<file path="src/rtl/updown_cntr_sequencer.sv">
// ============================================================================
// updown_cntr_sequencer
// ----------------------------------------------------------------------------
// Command-driven controller for the 3-bit up/down counter datapath. Commands
// (LOAD / UP / DOWN / BOUNCE) arrive over a valid/ready handshake and are
// turned into a cycle-accurate sequence of counter pin activity. A shadow copy
// of the count is kept so observers never need to read the counter itself.
//
// Optional feature:
//   UDSEQ_ABORT_EN  - when defined, adds an 'abort' input that cuts a running
//                     UP/DOWN/BOUNCE command short. Undefined: no abort port,
//                     every command runs to completion.
//
// Ports:
//   clk        in   system clock, rising edge
//   rst        in   asynchronous, active-high reset
//   cmd_valid  in   command present
//   cmd_ready  out  command can be accepted (high only while idle)
//   cmd_op     in   2'b00 LOAD, 2'b01 UP, 2'b10 DOWN, 2'b11 BOUNCE
//   cmd_arg    in   LOAD value / BOUNCE upper bound (ignored for UP/DOWN)
//   cmd_steps  in   number of count enables to issue (ignored for LOAD)
//   abort      in   (UDSEQ_ABORT_EN only) stop a running command
//   cnt_data   out  counter data_in
//   cnt_ld     out  counter ld_cnt
//   cnt_updn   out  counter updn_cnt (1 = up, 0 = down)
//   cnt_enb    out  counter count_enb
//   shadow     out  counter value after the most recently issued operation
//   busy       out  high whenever a command is in progress
//   done       out  one-cycle completion pulse
//   wrap       out  one-cycle pulse alongside an enable that wraps the count
//
// Timing: the command is accepted on edge T. All outputs are registers loaded
// on that same edge from next-state logic, so the first cnt_ld/cnt_enb is
// visible in cycle T+1 and done in cycle T+1+N (T+2 for LOAD, T+1 for
// commands that issue no enables).
// ============================================================================
module updown_cntr_sequencer #(
    parameter int WIDTH  = 3,
    parameter int STEP_W = 4
) (
    input  logic              clk,
    input  logic              rst,
    input  logic              cmd_valid,
    output logic              cmd_ready,
    input  logic [1:0]        cmd_op,
    input  logic [WIDTH-1:0]  cmd_arg,
    input  logic [STEP_W-1:0] cmd_steps,
`ifdef UDSEQ_ABORT_EN
    input  logic              abort,
`endif
    output logic [WIDTH-1:0]  cnt_data,
    output logic              cnt_ld,
    output logic              cnt_updn,
    output logic              cnt_enb,
    output logic [WIDTH-1:0]  shadow,
    output logic              busy,
    output logic              done,
    output logic              wrap
);

    typedef enum logic [1:0] {
        OP_LOAD   = 2'b00,
        OP_UP     = 2'b01,
        OP_DOWN   = 2'b10,
        OP_BOUNCE = 2'b11
    } op_e;

    typedef enum logic [1:0] {
        S_IDLE = 2'b00,
        S_LOAD = 2'b01,
        S_RUN  = 2'b10,
        S_DONE = 2'b11
    } state_e;

    state_e state_q, state_n;

    // Registered command context.
    logic [WIDTH-1:0]  arg_q,    arg_n;
    logic              bounce_q, bounce_n;
    logic [STEP_W-1:0] steps_q,  steps_n;   // enables still to issue after the current one
    logic              dir_q,    dir_n;     // direction of the next enable

    // Next values of the registered outputs.
    logic [WIDTH-1:0]  shadow_n;
    logic [WIDTH-1:0]  cnt_data_n;
    logic              cnt_ld_n;
    logic              cnt_updn_n;
    logic              cnt_enb_n;
    logic              done_n;
    logic              wrap_n;
    logic              busy_n;
    logic              cmd_ready_n;

    // Single step datapath shared by the first enable (issued from IDLE)
    // and all following enables (issued from RUN).
    logic              step_issue;
    logic              step_dir;

    logic              abort_hit;

`ifdef UDSEQ_ABORT_EN
    assign abort_hit = abort;
`else
    assign abort_hit = 1'b0;
`endif

    // ------------------------------------------------------------------------
    // State register
    // ------------------------------------------------------------------------
    // NOTE: sequential state uses non-blocking assignments so every register
    // samples pre-edge values regardless of process ordering.
    always_ff @(posedge clk or posedge rst) begin
        if (rst) begin
            state_q <= S_IDLE;
        end else begin
            state_q <= state_n;
        end
    end

    // ------------------------------------------------------------------------
    // Next-state and next-output logic
    // ------------------------------------------------------------------------
    // NOTE: every signal written here gets a default first, so no path can
    // leave one unassigned and infer a latch.
    always_comb begin
        state_n     = state_q;
        arg_n       = arg_q;
        bounce_n    = bounce_q;
        steps_n     = steps_q;
        dir_n       = dir_q;
        shadow_n    = shadow;
        cnt_data_n  = '0;
        cnt_ld_n    = 1'b0;
        cnt_updn_n  = 1'b0;
        cnt_enb_n   = 1'b0;
        done_n      = 1'b0;
        wrap_n      = 1'b0;
        step_issue  = 1'b0;
        step_dir    = dir_q;

        unique case (state_q)
            S_IDLE: begin
                if (cmd_valid) begin
                    arg_n    = cmd_arg;
                    bounce_n = (op_e'(cmd_op) == OP_BOUNCE);
                    if (op_e'(cmd_op) == OP_LOAD) begin
                        state_n    = S_LOAD;
                        cnt_ld_n   = 1'b1;
                        cnt_data_n = cmd_arg;
                        shadow_n   = cmd_arg;
                    end else if ((cmd_steps == '0) ||
                                 ((op_e'(cmd_op) == OP_BOUNCE) && (cmd_arg == '0))) begin
                        // Nothing to issue: complete straight away.
                        state_n = S_DONE;
                        done_n  = 1'b1;
                    end else begin
                        state_n    = S_RUN;
                        steps_n    = cmd_steps - 1'b1;
                        step_issue = 1'b1;
                        unique case (op_e'(cmd_op))
                            OP_UP:   step_dir = 1'b1;
                            OP_DOWN: step_dir = 1'b0;
                            default: step_dir = (shadow < cmd_arg);
                        endcase
                    end
                end
            end

            S_LOAD: begin
                state_n = S_DONE;
                done_n  = 1'b1;
            end

            S_RUN: begin
                if (abort_hit || (steps_q == '0)) begin
                    state_n = S_DONE;
                    done_n  = 1'b1;
                end else begin
                    steps_n    = steps_q - 1'b1;
                    step_issue = 1'b1;
                    step_dir   = dir_q;
                end
            end

            S_DONE: begin
                state_n = S_IDLE;
            end

            default: begin
                state_n = S_IDLE;
            end
        endcase

        if (step_issue) begin
            cnt_enb_n  = 1'b1;
            cnt_updn_n = step_dir;
            dir_n      = step_dir;
            if (step_dir) begin
                shadow_n = shadow + 1'b1;
                wrap_n   = (shadow == '1);
            end else begin
                shadow_n = shadow - 1'b1;
                wrap_n   = (shadow == '0);
            end
            // BOUNCE turns around at its bounds, so it can never wrap.
            if (bounce_n) begin
                if (shadow_n == arg_n) begin
                    dir_n = 1'b0;
                end else if (shadow_n == '0) begin
                    dir_n = 1'b1;
                end
            end
        end

        busy_n      = (state_n != S_IDLE);
        cmd_ready_n = (state_n == S_IDLE);
    end

    // ------------------------------------------------------------------------
    // Command context and output registers
    // ------------------------------------------------------------------------
    // cmd_ready resets high: the sequencer is idle and ready the moment
    // reset is released.
    always_ff @(posedge clk or posedge rst) begin
        if (rst) begin
            arg_q     <= '0;
            bounce_q  <= 1'b0;
            steps_q   <= '0;
            dir_q     <= 1'b0;
            shadow    <= '0;
            cnt_data  <= '0;
            cnt_ld    <= 1'b0;
            cnt_updn  <= 1'b0;
            cnt_enb   <= 1'b0;
            done      <= 1'b0;
            wrap      <= 1'b0;
            busy      <= 1'b0;
            cmd_ready <= 1'b1;
        end else begin
            arg_q     <= arg_n;
            bounce_q  <= bounce_n;
            steps_q   <= steps_n;
            dir_q     <= dir_n;
            shadow    <= shadow_n;
            cnt_data  <= cnt_data_n;
            cnt_ld    <= cnt_ld_n;
            cnt_updn  <= cnt_updn_n;
            cnt_enb   <= cnt_enb_n;
            done      <= done_n;
            wrap      <= wrap_n;
            busy      <= busy_n;
            cmd_ready <= cmd_ready_n;
        end
    end

endmodule

</file>
<file path="config.mk">
export PLATFORM = sky130hd
export DESIGN_NAME = updown_cntr_sequencer
export DESIGN_NICKNAME = d
export VERILOG_FILES = /design/src/rtl/updown_cntr_sequencer.sv
export SDC_FILE = /design/constraint.sdc
export NUM_CORES = 1
export LEC_CHECK = 0
export BUFFER_PORTS_ARGS = -buffer_cell sky130_fd_sc_hd__buf_2
export CAP_MARGIN = 10
export CELL_PAD_IN_SITES_DETAIL_PLACEMENT = 1
export CELL_PAD_IN_SITES_GLOBAL_PLACEMENT = 2
export CORE_MARGIN = 8
export CORE_UTILIZATION = 37
export DETAILED_ROUTE_END_ITERATION = 16
export GPL_TIMING_DRIVEN = 0
export HOLD_SLACK_MARGIN = 0.02
export PLACE_DENSITY = 0.8
export REMOVE_ABC_BUFFERS = 1
export SYNTH_ARGS = -nofsm -noshare
export SYNTH_HDL_FRONTEND = slang
export SYNTH_SLANG_ARGS = --single-unit
</file>
<file path="constraint.sdc">
create_clock -name clk -period 8.66 [get_ports clk]
set_input_delay 2.598 -clock clk [delete_from_list [all_inputs] [get_ports clk]]
set_output_delay 2.598 -clock clk [all_outputs]
set_load 0.03 [all_outputs]
</file>
==> impl_results.md, run 1 <==
- First-pass GRT wire length: 5513 µm
- Asr flop ratio synth: 1.000
- Boundary Pins: 25
- DRC viols: 0
- Switching Share: 0.4510
- Diodes inserted: 0
- First-pass DRT Iterations: 4
- CP startpoint kind: primary input
- Netlist cell types: 40
- Filler cells: 438
- Critical Path End Type: register
- Clock skew: 1.786 ps
- Vias in the first global route: 1,204
- Worst-margin pin slew: 935.9 ps
- Area growth, synth to finish: 16.52%
- Combinational share of power: 0.566
- Clk pin slew, worst setup/hold paths: 80 ps
- Final core occ: 0.4460
- Leakage: 0.8005 nW
- Synthesized instance count: 136
- Vert. Die Dim: 77.54 µm
- Die area: 6012 µm²
- Stages on worst setup path: 11
- VDD IR max: 0.0001708 V
- Critical path peak fanout: 6
- Reg-to-reg endpoint: dir_q
- GR Overflow Total: 0
- Crit path capture: dir_q
- CTS tree: done
- Largest net degree at the start of global routing: 25
- R2R cell count: 11
- Post-synth EDFFs: 0
- Clock buffer depth: 2
- Finished Cell Area: 1633 µm²
- Max stage delay cell, worst path: fa_1
- Post-DP HPWL: 2550 µm
- Cell Pwr Density: 381.4 nW/µm²
- Final period util: 0.5600
- Met3 Resource Use GR: 0.02535
- Post-DP Area: 1578 µm²
- Hold WS: 516.3 ps
- Max Clk Rate: 206.2 MHz
- Internal reg-to-reg setup slack: 5540 ps
- Starting DRT DRC Count: 30
- Initial Util: 0.3828
- Number of buffers created by CTS: 3
- Pre-CTS setup slack: 3516 ps
- Sequential area share after synthesis: 0.4295
- Grt peak-use layer: met2
- Final Hold Vio Count: 0
- RR Startpoint: state_q[0]
- Synth Cell Area: 1401 µm²
- DR vias: 1,083
- Sw Pwr: 0.0002809 W
- Internal power: 0.0003420 W
- Yosys Warn Count: 0
- Worst Path Required: 8820 ps
- Clock network fraction of total power: 0.123
- Syn Area/Cell: 10.30 µm²
- Crit path launch: cmd_op[0]
- Met1 usage in global routing: 0.1294
- Worst min path class: register to register
- RSZ-0062 raised after global routing: no
- Clock sinks: 24
- Worst-Skew Late Latency: 270 ps
- Routed vias/inst: 5.133
- Fraction of layout cells with a size suffix above 1: 0.2761
- Status: completed
- Final weighted congestion in routability-driven placement: 0.7672
- Crit-path cells: buf_2 > ha_1 > nor4b_2 > nor4_4 > or2b_1 > nand2_2 > fa_1 > xnor2_1 > xnor2_1 > a21oi_1 > o221a_2
- Die Wd: 77.54 µm
- Post-cts repair resize count: 0
- Final setup viols: 0
- Buffers and inverters on the worst path: 1
- Quantity of I/O buffers inserted on ports: 24
- NumNets Final: 189
- Synthesis-stage register bit count: 24
- Final min period: 4850 ps
- GRT Total Usage: 0.1104
- Final worst slack: 3810 ps
- Sequential Power Share: 0.311
- Cell family with most CP delay: simple AND/OR/NAND/NOR gates
- Slew headroom: 0.3754
- Max_cap viols: 0
- Post-route ant nets: 0
- Cts-stage hold buffer count: 0
- Drt wl/cell: 15.17 µm
- Setup Fix Bufs, Post-CTS: 0
- Synth Flop Type: dfrtp_1
- Clock root cell: clkbuf_8
- Final-report max-slew violation count: 0
- Cell row count: 22
- Setup TNS: 0 ps
- Drt total wl: 3200 µm
- GR met2 Demand/Resource: 0.1921
- Slowest stage delay, CP: 460 ps
- H-tree depth: 1
- Most frequent CP cell: xnor2_1
- Worst EP arrival: 5010 ps
- Initial antenna violation count: 0
- Kind of critical path: primary input to register
- Core area: 3661 µm²
==> cell usage in the layout (no fill, tap or decap), drive strengths merged, types with 5 or more instances in the layout <==
cell   Yosys  layout
nand2      6       6
buf        0      24
dfrtp     23      23
a21oi     10      10
mux2       5       5
ha        12      12
nor3       5       5
o21ai      8       8
inv       17      17
nor2       8       8
==> cells in the mapped netlist, types with 4 or more instances <==
| cell | n | share of area |
|---|---|---|
| a21oi_1 | 9 | 0.032 |
| a31oi_1 | 4 | 0.018 |
| dfrtp_1 | 23 | 0.41 |
| ha_1 | 12 | 0.11 |
| inv_1 | 16 | 0.043 |
| mux2_2 | 5 | 0.040 |
| mux2i_1 | 4 | 0.029 |
| nand2_1 | 4 | 0.011 |
| nor2_1 | 8 | 0.021 |
| nor3_1 | 5 | 0.018 |
| o21ai_0 | 6 | 0.021 |
| xnor2_1 | 4 | 0.025 |
==> power groups by stage <==
stage | Sequential [W] | Clock [W] | Combinational (W)
3_5_place_dp | 0.000197 | 0 | 0.000357
5_1_grt | 0.000202 | 0.0000840 | 0.000394
3_3_place_gp | 0.000194 | 0 | 0.000341
2_1_floorplan | 0.000228 | 0 | 0.000235
6_report | 0.000194 | 0.0000766 | 0.000352
4_1_cts | 0.000195 | 0.0000802 | 0.000358
==> sequential cells by signal (all words and copies together) (netlist names) <==
| name | flops |
|---|---|
| cnt_ld | 1 |
| dir_q | 1 |
| done | 1 |
| arg_q | 3 |
| cnt_enb | 1 |
| bounce_q | 1 |
| cnt_data | 3 |
| steps_q | 4 |
| state_q | 2 |
| shadow | 3 |
| wrap | 1 |
| cmd_ready | 1 |
| busy | 1 |
| cnt_updn | 1 |
==> metrics by stage <==
step / cells / total power (W)
after floorplan: 135 / 0.0004630
after global placement: 207 / 0.0005352
after detailed placement: 207 / 0.0005536
after CTS: 211 / 0.0006331
after global routing: 211 / 0.0006804
final: 211 / 0.0006228
==> worst min path at each step <==
stage,start,to,cells after the start
floorplan,steps_q[1],steps_q[1],2
global placement,arg_q[0],arg_q[0],1
detailed placement,arg_q[0],arg_q[0],1
CTS,arg_q[0],arg_q[0],1
global route,arg_q[0],arg_q[0],1
finish,arg_q[0],arg_q[0],1
==> cells by family (layout without fill, tap and decap cells) <==
family / count (synthesis) / after routing / synth area share
muxes: 9 / 9 / 0.06875
AOI/OAI and AO/OA: 31 / 31 / 0.1402
xor gates and xnor gates: 6 / 6 / 0.03750
and+or+nand+nor: 35 / 35 / 0.1545
adders and majority gates: 13 / 13 / 0.1214
buffers and inverters: 18 / 45 / 0.04821
DFF: 24 / 24 / 0.4295
==> layout make-up <==
type	count	area [µm²]	area share
Timing Repair Buffer	24	120.1	0.07356
Sequential cell	24	601.8	0.3686
Clock buffer	4	55.05	0.03372
Multi-Input combinational cell	94	732.0	0.4483
Inverter	17	63.81	0.03908
Tap cell	48	60.06	0.03678
==> worst reg2reg max path: stages, from the launching register on <==
cell and delay (ps):
dfrtp_1 420, inv_1 120, ha_1 310, nand2_2 190, nor4_4 420, or2b_1 210, nand2_2 120, fa_1 470
xnor2_1 260, xnor2_1 180, a21oi_1 90, o221a_2 230
==> per-layer routing <==
layer | share of wire | vias to the layer above
met5 | 0 | -
met4 | 0.011 | 0
met3 | 0.029 | 4
met2 | 0.51 | 14
met1 | 0.45 | 537
li1 | - | 528
Power figures use the tool's default switching activity.
==> inputs of run 2 (changes only) <==
- ABC_AREA: unset -> 1
- CORE_UTILIZATION: 37 -> 33
- PLACE_DENSITY: 0.8 -> 0.75
- clock period: 8.66 -> 4.87 ns (I/O delays scaled with it)
==> impl_results.md, run 2 <==
- DRC viols: 0 (unchanged)
- Diodes inserted: 0 (unchanged)
- Leakage: 0.9530 nW (+19%)
- Kind of critical path: primary input to register
- Biggest register: steps_q
- Internal power: 0.0006252 W (+83%)
- Drt total wl: 3525 µm (+10%)
- Final Hold Vio Count: 0 (unchanged)
- Sequential Power Share: 0.279 (-0.032)
- DR vias: 1,196 (+10%)
- Top cells by count, synth: inv_1, nand2_1, dfrtp_1, o21ai_0, nor2_1
- Die area: 6922 µm² (+15%)
- Routed vias/inst: 4.727 (-7.9%)
- Fraction of layout cells with a size suffix above 1: 0.2537 (-0.02234)
- Syn Area/Cell: 8.614 µm² (-16%)
- Cell Pwr Density: 681.9 nW/µm² (+79%)
- GR met2 Demand/Resource: 0.2079 (+0.01584)
- Max stage delay cell, worst path: fa_1
- Boundary Pins: 25 (unchanged)
- Final weighted congestion in routability-driven placement: 0.7652 (-0.26%)
- Clock buffer depth: 2 (unchanged)
- Switching Share: 0.4751 (+0.02414)
- Worst Hold Endpoint: steps_q[1]
- Most frequent cells in the layout: inv_1, nand2_1, buf_2
- Critical path peak fanout: 3 (-3)
- Synthesis-stage register bit count: 24 (unchanged)
- Clock skew: 3.217 ps (+1.431 ps)
- Reg-to-reg endpoint: dir_q
- Final-report max-slew violation count: 0 (unchanged)
- Area growth, synth to finish: 17.21%
- First-pass GRT wire length: 6168 µm (+12%)
- Clock network fraction of total power: 0.150 (+0.027)
- RSZ-0062 raised after global routing: no
- Sequential area share after synthesis: 0.4039 (-0.02560)
- Starting DRT DRC Count: 15 (-50%)
- Post-route ant nets: 0 (unchanged)
- Internal reg-to-reg setup slack: 2360 ps (-3180 ps)
- Clock root cell: clkbuf_8
- Clock sinks: 24 (unchanged)
- Final setup viols: 0 (unchanged)
- Synth Flop Type: dfrtp_1
- First-pass DRT Iterations: 2 (-2)
- H-tree depth: 1 (unchanged)
- Asr flop ratio synth: 1.000 (unchanged)
- Combinational share of power: 0.572 (+0.006)
- Slowest stage delay, CP: 530 ps (+70 ps)
- Most common cell in the netlist: inv_1
- Met3 Resource Use GR: 0.02148 (-0.003861)
- Netlist cell types: 32 (-20%)
- Synth Cell Area: 1490 µm² (+6.3%)
- NumNets Final: 227 (+20%)
- Buffers and inverters on the worst path: 3 (+2)
- Slew headroom: 0.3729 (-0.002479)
- Met1 usage in global routing: 0.1100 (-0.01934)
- Worst-Skew Late Latency: 270 ps (about the same)
- Cell family with most CP delay: adder cells
- Vert. Die Dim: 83.20 µm (+7.3%)
- Sw Pwr: 0.0005659 W (+100%)
- Quantity of I/O buffers inserted on ports: 24 (unchanged)
- Worst hold stages: 2 (+1)
- CP startpoint kind: primary input
- Post-synth EDFFs: 0 (unchanged)
- Critical Path End Type: register
- Cts-stage hold buffer count: 0 (unchanged)
- Drt wl/cell: 13.93 µm (-8.1%)
- Initial antenna violation count: 0 (unchanged)
- Setup TNS: 0 ps (unchanged)
- Largest area contributor in the netlist: dfrtp_1
- Max reg flops: 4 (unchanged)
- Die Wd: 83.20 µm (+7.3%)
- Hold WS: 503.4 ps (-12.85 ps)
- RR Startpoint: state_q[0]
- GR Overflow Total: 0 (unchanged)
- Hold_sp: steps_q[1]
- CTS tree: done
- Final period util: 0.6712
- Final min period: 3269 ps
- Crit-path cells: buf_2 > ha_1 > inv_1 > nor2_1 > nand2_1 > nand2_2 > inv_1 > nand2_2 > nand2_4 > nand2_4 > fa_1 > o21ai_0 > a211oi_2 > nand3_1 > nand2_1 > nand2_1
- Setup Fix Bufs, Post-CTS: 0 (unchanged)
- Status: completed
- Initial Util: 0.3422 (-0.04053)
- Max_cap viols: 0 (unchanged)
- Cell row count: 24 (+9.1%)
- Worst-margin pin slew: 939.6 ps (+3.714 ps)
- Clk pin slew, worst setup/hold paths: 90 ps (about the same)
- Post-DP HPWL: 2909 µm (+14%)
- Most frequent CP cell: nand2_1
- R2R cell count: 13 (+2)
- Top cells by area, synth: dfrtp_1, ha_1, inv_1, nand2_1, o21ai_0
- Yosys Warn Count: 0 (unchanged)
- Number of buffers created by CTS: 3 (unchanged)
- Final Power: 0.001191 W (+91%)
- Most common cell after layout, fill and taps aside: inv_1
- Largest net degree at the start of global routing: 25 (unchanged)
- Worst EP arrival: 3440 ps (-1570 ps)
- GRT Total Usage: 0.1058 (-0.004578)
- Worst min path class: register to register
- VDD IR max: 0.0001978 V (+16%)
- Vias in the first global route: 1,352 (+12%)
- Worst Path Required: 5040 ps (-3780 ps)
- Core area: 4354 µm² (+19%)
- Max Clk Rate: 305.9 MHz
- Top cell type's share of synthesized area: 0.3862 (-0.02448)
- Synthesized instance count: 173 (+27%)
- Grt peak-use layer: met2
- Post-cts repair resize count: 0 (unchanged)
## run 2: cell types whose count changed after synthesis, sizes merged, moves of 3 or more
cell | previous run | this run
nand2 | 6 | 38
a21oi | 10 | 3
mux2 | 5 | 0
nor2 | 8 | 16
inv | 17 | 37
mux2i | 4 | 0
xnor2 | 4 | 1
nor3 | 5 | 0
a31oi | 4 | 0
o21ai | 8 | 18
nand3 | 3 | 9
## run 2: tightest hold or removal path, stage by stage (launching register included)
cell,delay [ps]
dfrtp_1,350
nand2_1,50
o21ai_0,70
## run 2: how the worst max path moves through the flow
stage                         start  endpoint  slack (ps)  cells after the start
after floorplan           cmd_op[1]     dir_q        1570                     12
after global placement    cmd_op[0]     dir_q        1320                     13
after detailed placement  cmd_op[0]     dir_q        1290                     16
after CTS                 cmd_op[0]     dir_q        1570                     16
after global routing      cmd_op[0]     dir_q        1400                     16
final                     cmd_op[0]     dir_q        1600                     16
## run 2: cells by family (layout without fill, tap and decap cells)
logic type,after synthesis,after routing,synth area share
buf+inv,37,65,0.09320
simple gates,67,67,0.2544
xor+xnor,3,3,0.01764
flops,24,24,0.4039
compound gates,29,29,0.1167
fa+ha+maj,13,13,0.1142
## run 2: power groups by stage
stage / combinational (W) / sequential, W / clock, W
after floorplan: 0.000460 / 0.000399 / 0
after global placement: 0.000673 / 0.000334 / 0
after detailed placement: 0.000695 / 0.000338 / 0
after CTS: 0.000698 / 0.000334 / 0.000184
after global routing: 0.000780 / 0.000345 / 0.000190
final: 0.000681 / 0.000332 / 0.000178
## run 2: metrics by stage
step | std cells | instance area [µm²] | setup slack [ps] | utilization
after CTS | 253 | 1747 | 1574 | 0.4011
after global routing | 253 | 1747 | 1396 | 0.4011
after global placement | 249 | 1675 | 1322 | 0.3848
after floorplan | 173 | 1490 | 1565 | -
final | 253 | 1747 | 1601 | 0.4011
after detailed placement | 249 | 1675 | 1293 | 0.3848
## run 2: cell type report
cell class	count	area [µm²]
clock buffers	3	41.29
inverters	37	138.9
well taps	52	65.06
clock inverters	1	30.03
multi-input cells	112	749.5
repair buffers	24	120.1
fillers	528	2608
flip-flops and latches	24	601.8
## run 2: layer usage
metal | routed length [µm] | part of all wire
met5 | 0 | 0
met1 | 1413 | 0.40
met2 | 1984 | 0.56
met4 | 25 | 0.0071
met3 | 102 | 0.029
